$ cat src/rtl/lsu_mem_pkg.sv
// Shared types for the load/store memory bridge.
// Size encodings, FSM states and the alignment helper.
package lsu_mem_pkg;

  localparam logic [1:0] SZ_B = 2'b00;
  localparam logic [1:0] SZ_H = 2'b01;
  localparam logic [1:0] SZ_W = 2'b10;

  typedef enum logic [2:0] {
    IDLE,
    RD,
    LD_CAP,
    MERGE,
    WR,
    RESP
  } state_e;

  function automatic logic is_misaligned(
    input logic [1:0] size,
    input logic [1:0] a
  );
    logic r;
    r = 1'b0;
    if (size == SZ_H) r = a[0];
    if (size == SZ_W) r = |a;
    return r;
  endfunction

endpackage

$ cat src/rtl/lsu_lane_align.sv
// Lane extract/extend for loads and lane merge for stores.
// Ports: word, off, size, is_unsigned, st_data in; ld_data, st_word out.
module lsu_lane_align
  import lsu_mem_pkg::*;
(
  input  logic [31:0] word,
  input  logic [1:0]  off,
  input  logic [1:0]  size,
  input  logic        is_unsigned,
  input  logic [31:0] st_data,
  output logic [31:0] ld_data,
  output logic [31:0] st_word
);

  logic [4:0]  bsh;
  logic [4:0]  hsh;
  logic [31:0] bshift;
  logic [31:0] hshift;
  logic [7:0]  b;
  logic [15:0] h;

  always_comb begin
    bsh     = {off, 3'b000};
    hsh     = {off[1], 4'b0000};
    bshift  = word >> bsh;
    hshift  = word >> hsh;
    b       = bshift[7:0];
    h       = hshift[15:0];
    ld_data = word;
    st_word = st_data;
    unique case (size)
      SZ_B: begin
        ld_data = {{24{~is_unsigned & b[7]}}, b};
        st_word = (word & ~(32'h0000_00ff << bsh))
                | ({24'b0, st_data[7:0]} << bsh);
      end
      SZ_H: begin
        ld_data = {{16{~is_unsigned & h[15]}}, h};
        st_word = (word & ~(32'h0000_ffff << hsh))
                | ({16'b0, st_data[15:0]} << hsh);
      end
      default: begin
        ld_data = word;
        st_word = st_data;
      end
    endcase
  end

endmodule

$ cat src/rtl/lsu_mem_bridge.sv
// LSU to word-wide synchronous memory bridge (RMW for sub-word stores).
// Ports: clk_i, rst_n_i, req_*, rsp_*, mem_* (wen/addr/wdata out, rdata in).
module lsu_mem_bridge
  import lsu_mem_pkg::*;
#(
  parameter int MEMSIZE = 4096
) (
  input  logic        clk_i,
  input  logic        rst_n_i,
  input  logic        req_valid_i,
  output logic        req_ready_o,
  input  logic        req_we_i,
  input  logic [1:0]  req_size_i,
  input  logic        req_unsigned_i,
  input  logic [31:0] req_addr_i,
  input  logic [31:0] req_wdata_i,
  output logic        rsp_valid_o,
  input  logic        rsp_ready_i,
  output logic [31:0] rsp_rdata_o,
  output logic        rsp_err_o,
  output logic        mem_wen_o,
  output logic [31:0] mem_addr_o,
  output logic [31:0] mem_wdata_o,
  input  logic [31:0] mem_rdata_i
);

  localparam logic [32:0] MEM_LIMIT = 33'(MEMSIZE);

  state_e      state;
  logic        we_q;
  logic        uns_q;
  logic [1:0]  size_q;
  logic [1:0]  off_q;
  logic [31:0] wdata_q;
  logic [31:0] mem_wdata_q;
  logic [31:0] ld_data;
  logic [31:0] st_word;
  logic        accept;
  logic        req_err;

  assign req_ready_o = (state == IDLE);
  assign rsp_valid_o = (state == RESP);
  assign accept      = req_valid_i & req_ready_o;

  assign req_err = (req_size_i == 2'b11)
                 | is_misaligned(req_size_i, req_addr_i[1:0])
                 | ({1'b0, req_addr_i} >= MEM_LIMIT);

  // Merged word must follow the live read data during MERGE.
  assign mem_wdata_o = (state == MERGE) ? st_word : mem_wdata_q;

  lsu_lane_align u_align (
    .word        (mem_rdata_i),
    .off         (off_q),
    .size        (size_q),
    .is_unsigned (uns_q),
    .st_data     (wdata_q),
    .ld_data     (ld_data),
    .st_word     (st_word)
  );

  always_ff @(posedge clk_i) begin
    if (!rst_n_i) begin
      state       <= IDLE;
      we_q        <= 1'b0;
      uns_q       <= 1'b0;
      size_q      <= SZ_B;
      off_q       <= 2'b00;
      wdata_q     <= '0;
      mem_wdata_q <= '0;
      mem_wen_o   <= 1'b0;
      mem_addr_o  <= '0;
      rsp_rdata_o <= '0;
      rsp_err_o   <= 1'b0;
    end else begin
      unique case (state)
        IDLE: begin
          if (accept) begin
            we_q        <= req_we_i;
            uns_q       <= req_unsigned_i;
            size_q      <= req_size_i;
            off_q       <= req_addr_i[1:0];
            wdata_q     <= req_wdata_i;
            rsp_rdata_o <= '0;
            rsp_err_o   <= req_err;
            if (req_err) begin
              state <= RESP;
            end else begin
              mem_addr_o <= {req_addr_i[31:2], 2'b00};
              if (req_we_i && req_size_i == SZ_W) begin
                state       <= WR;
                mem_wen_o   <= 1'b1;
                mem_wdata_q <= req_wdata_i;
              end else begin
                state <= RD;
              end
            end
          end
        end
        RD: begin
          if (we_q) begin
            state     <= MERGE;
            mem_wen_o <= 1'b1;
          end else begin
            state <= LD_CAP;
          end
        end
        LD_CAP: begin
          rsp_rdata_o <= ld_data;
          state       <= RESP;
        end
        MERGE: begin
          mem_wen_o   <= 1'b0;
          mem_wdata_q <= st_word;
          state       <= RESP;
        end
        WR: begin
          mem_wen_o <= 1'b0;
          state     <= RESP;
        end
        RESP: begin
          if (rsp_ready_i) state <= IDLE;
        end
        default: state <= IDLE;
      endcase
    end
  end

endmodule

$ cat config.mk
export PLATFORM = sky130hd
export DESIGN_NAME = lsu_mem_bridge
export DESIGN_NICKNAME = d
export VERILOG_FILES = /design/src/rtl/lsu_mem_pkg.sv /design/src/rtl/lsu_lane_align.sv /design/src/rtl/lsu_mem_bridge.sv
export SDC_FILE = /design/constraint.sdc
export NUM_CORES = 1
export LEC_CHECK = 0
export ABC_AREA = 1
export BUFFER_PORTS_ARGS = -buffer_cell sky130_fd_sc_hd__clkbuf_2
export CORE_MARGIN = 3
export CORE_UTILIZATION = 55
export DETAILED_ROUTE_END_ITERATION = 7
export PLACE_DENSITY_LB_ADDON = 0.25
export SKIP_CTS_REPAIR_TIMING = 1
export SLEW_MARGIN = 5
export SYNTH_ARGS = -nofsm -noshare
export SYNTH_HDL_FRONTEND = slang
export SYNTH_SLANG_ARGS = --single-unit
$ cat constraint.sdc
create_clock -name clk_i -period 4.15 [get_ports clk_i]
set_input_delay 0.83 -clock clk_i [delete_from_list [all_inputs] [get_ports clk_i]]
set_output_delay 0.83 -clock clk_i [all_outputs]
set_load 0.05 [all_outputs]
==> flow_metrics.py <==
metrics = {
    "global_routing": {
        "grt_max_degree": 103,
        "grt_use_total_pct": 31.5,
        "antenna_found_initial": 0,
        "first_global_vias": 7323,
        "gr-total-overflow": 0,
        "grt_pass1_wl_um": 36700,
    },
    "clocking": {
        "cts_max_path_buffers": 2,
        "htree_levels": 4,
        "cts_buffers": 17,
        "cts_tree": "yes",
        "cts_sinks": 137,
        "clock_latency_ns": 0.43,
        "cts-root-buf": "clkbuf_16",
        "cts.clk_slew.worst_paths_ns": 0.06,
    },
    "synthesis": {
        "postSynthAreaPerCell_sq_um": 6.23,
        "synthDistinctLibCells": 32,
        "ys_seq_elements": 137,
        "synth_area_sq_mm": 0.00718,
        "synth_seq_area_share_pct": 38.2,
        "syn_inst": 1152,
        "yosysWarnings": 0,
    },
    "setup_path": {
        "crit_family": "simple AND/OR/NAND/NOR gates",
        "cp_slowest_cell": "nor2_1",
        "start_kind": "register",
        "reg2reg_depth": 9,
        "cp-end-kind": "primary output",
        "critPathMaxStageDelay_ns": 0.82,
        "cp.arrival_ns": 3.02,
        "path_max_fanout": 23,
        "rr_startpoint": "size_q[1]",
        "worstSetupPathType": "register to primary output",
        "reg2reg_slack_ns": 1.66,
        "critPathLaunch": "size_q[1]",
        "worst-path-buf-inv": 2,
        "crit_end": "mem_wdata_o[13]",
        "cp_cell_sequence": "inv_2, nand2_1, nor2_1, nand2_1, o21ai_0, o21ai_0, o21ai_0, clkbuf_2",
        "cp_num_cells": 8,
        "crit_required_ns": 3.32,
        "r2r_end": "mem_wdata_q[13]",
        "path_common_cell": "o21ai_0",
    },
    "sta": {
        "period_share_pct": 92.7,
        "max_freq_ghz": 0.260,
        "holdWs_ns": 0.455,
        "tightestPinTransition_ns": 1.15,
        "slew_headroom_pct": 23.1,
        "final.setup.tns_ns": 0,
        "drv_slew": 0,
        "setup_ws_ns": 0.301,
        "finalCriticalPeriod_ns": 3.85,
        "setup_violations": 0,
        "fin_skew_ns": 0.00609,
        "finalHoldViolations": 0,
        "rsz0062_at_grt": "no",
    },
    "die": {
        "pin_count": 204,
        "die_width_um": 120,
        "dieArea_sq_mm": 0.0145,
        "rows": 41,
        "initial_core_util_pct": 56.7,
        "core_area_sq_mm": 0.0127,
        "die_h_um": 120,
    },
    "hold_path": {
        "hold_class": "register to register",
    },
    "placed_design": {
        "dp_cells": 1468,
        "hpwl_um": 16100,
        "placed_cell_area_sq_mm": 0.00820,
        "globalplace.congestion": 1.06,
        "numPortBuffers": 201,
        "post-place-ws_ns": 0.873,
    },
    "drt": {
        "first_iter_violations": 922,
        "antenna_left": 0,
        "dr_total_vias": 8018,
        "first_pass_iters": 8,
        "wl_um": 22600,
        "post_drt_wl_per_cell_um": 15.1,
        "viasPerCell": 5.35,
        "drc": 0,
    },
    "finish": {
        "final_cell_mix": "295 x nand2_1, 201 x clkbuf_2, 175 x nor2_1",
        "drive_gt1_share_pct": 19.7,
        "final_common_cell": "nand2_1",
        "num_antenna_cells": 0,
        "stdcell_count": 1499,
        "fin_nets": 1419,
        "area_growth_syn_to_layout_pct": 21.8,
        "final_area_sq_mm": 0.00875,
        "num-fill-cells": 1171,
    },
    "flow_run": {
        "drv_cap": 0,
    },
    "power_and_ir_drop": {
        "p_leak_uw": 0.00447,
        "ir_drop_uv": 316,
        "p_per_area_mw_per_mm2": 588,
    },
    "status": {
        "status": "completed",
    },
}
[final cells by class]
cell class / count / area (sq um) / area share, %
well taps: 172 / 215 / 2.46
clock inverters: 11 / 101 / 1.16
inverters: 128 / 480 / 5.49
repair buffers: 213 / 1110 / 12.7
multi-input cells: 818 / 3650 / 41.7
clock buffers: 20 / 447 / 5.11
flip-flops and latches: 137 / 2740 / 31.4
[kinds of logic (layout without fill, tap and decap cells)]
logic type             Yosys count  count (layout)  synth area share, %
other                            1               2               0.0522
DFF                            137             137                 38.2
buffers and inverters          198             372                 11.1
AOI/OAI and AO/OA              278             278                 20.6
and+or+nand+nor                538             538                 30.0
[worst register-to-register path: cells and delay by family (launching register included)]
family | cells | cell delay, ns
DFF | 1 | 0.31
buffers and inverters | 1 | 0.28
and+or+nand+nor | 6 | 1.55
AOI/OAI and AO/OA | 2 | 0.28
[power by group]
part	internal, uW	total, uW	switching (uW)
registers	1520	1670	158
clock network	833	1400	570
logic	547	2060	1520
[cells in the mapped netlist]
master	number	area share, %
o221ai_1	1	0.12
a22oi_1	3	0.31
o22ai_1	7	0.61
clkbuf_1	41	2.1
o311ai_0	1	0.12
nand2_1	295	15
nor2_2	4	0.35
clkbuf_2	1	0.070
nand4_1	6	0.52
o21ai_1	16	1.1
nor2_1	176	9.2
inv_1	121	6.3
o211ai_2	1	0.17
buf_4	3	0.31
nor3_2	1	0.14
a21oi_4	1	0.23
a211oi_1	2	0.21
buf_2	22	1.5
o21ai_0	124	8.6
buf_6	2	0.31
nor3_1	2	0.14
clkinv_1	2	0.10
dfxtp_1	137	38
nand3_1	48	3.3
buf_1	1	0.052
conb_1	1	0.052
o211ai_1	17	1.8
nand2_2	3	0.26
nor2_4	2	0.31
a21oi_1	105	7.3
nand4_4	1	0.30
inv_2	5	0.26
[per-layer routing]
metal	part of all wire [%]	up-vias	global-route usage, %
met4	3.0	0	12.7
li1	-	3994	-
met3	10	59	7.02
met1	44	3518	44.0
met2	43	447	47.2
met5	0	-	0
[worst min-delay path by stage]
stage               cells past startpoint  slack, ns        endpoint            from
floorplan                               2       0.43     wdata_q[30]     wdata_q[30]
global placement                        2       0.44  mem_addr_o[13]  mem_addr_o[13]
detailed placement                      2       0.45  mem_addr_o[19]  mem_addr_o[19]
CTS                                     2       0.46  mem_addr_o[19]  mem_addr_o[19]
global route                            2       0.47  mem_addr_o[21]  mem_addr_o[21]
finish                                  2       0.46  mem_addr_o[27]  mem_addr_o[27]
[sequential cells by signal, indices dropped and copies added, names as in the netlist]
register	cells
mem_addr_o	30
mem_wdata_q	32
we_q	1
size_q	2
uns_q	1
off_q	2
rsp_rdata_o	32
mem_wen_o	1
rsp_err_o	1
state	3
wdata_q	32
[metrics by stage]
| step | utilization, % | power, uW |
|---|---|---|
| 2_1_floorplan | - | 3200 |
| 3_3_place_gp | 64.7 | 3710 |
| 3_5_place_dp | 64.7 | 3710 |
| 4_1_cts | 69.0 | 5120 |
| 5_1_grt | 69.0 | 5450 |
| 6_report | 69.0 | 5140 |
No activity file was read; power rests on OpenSTA's default activity.
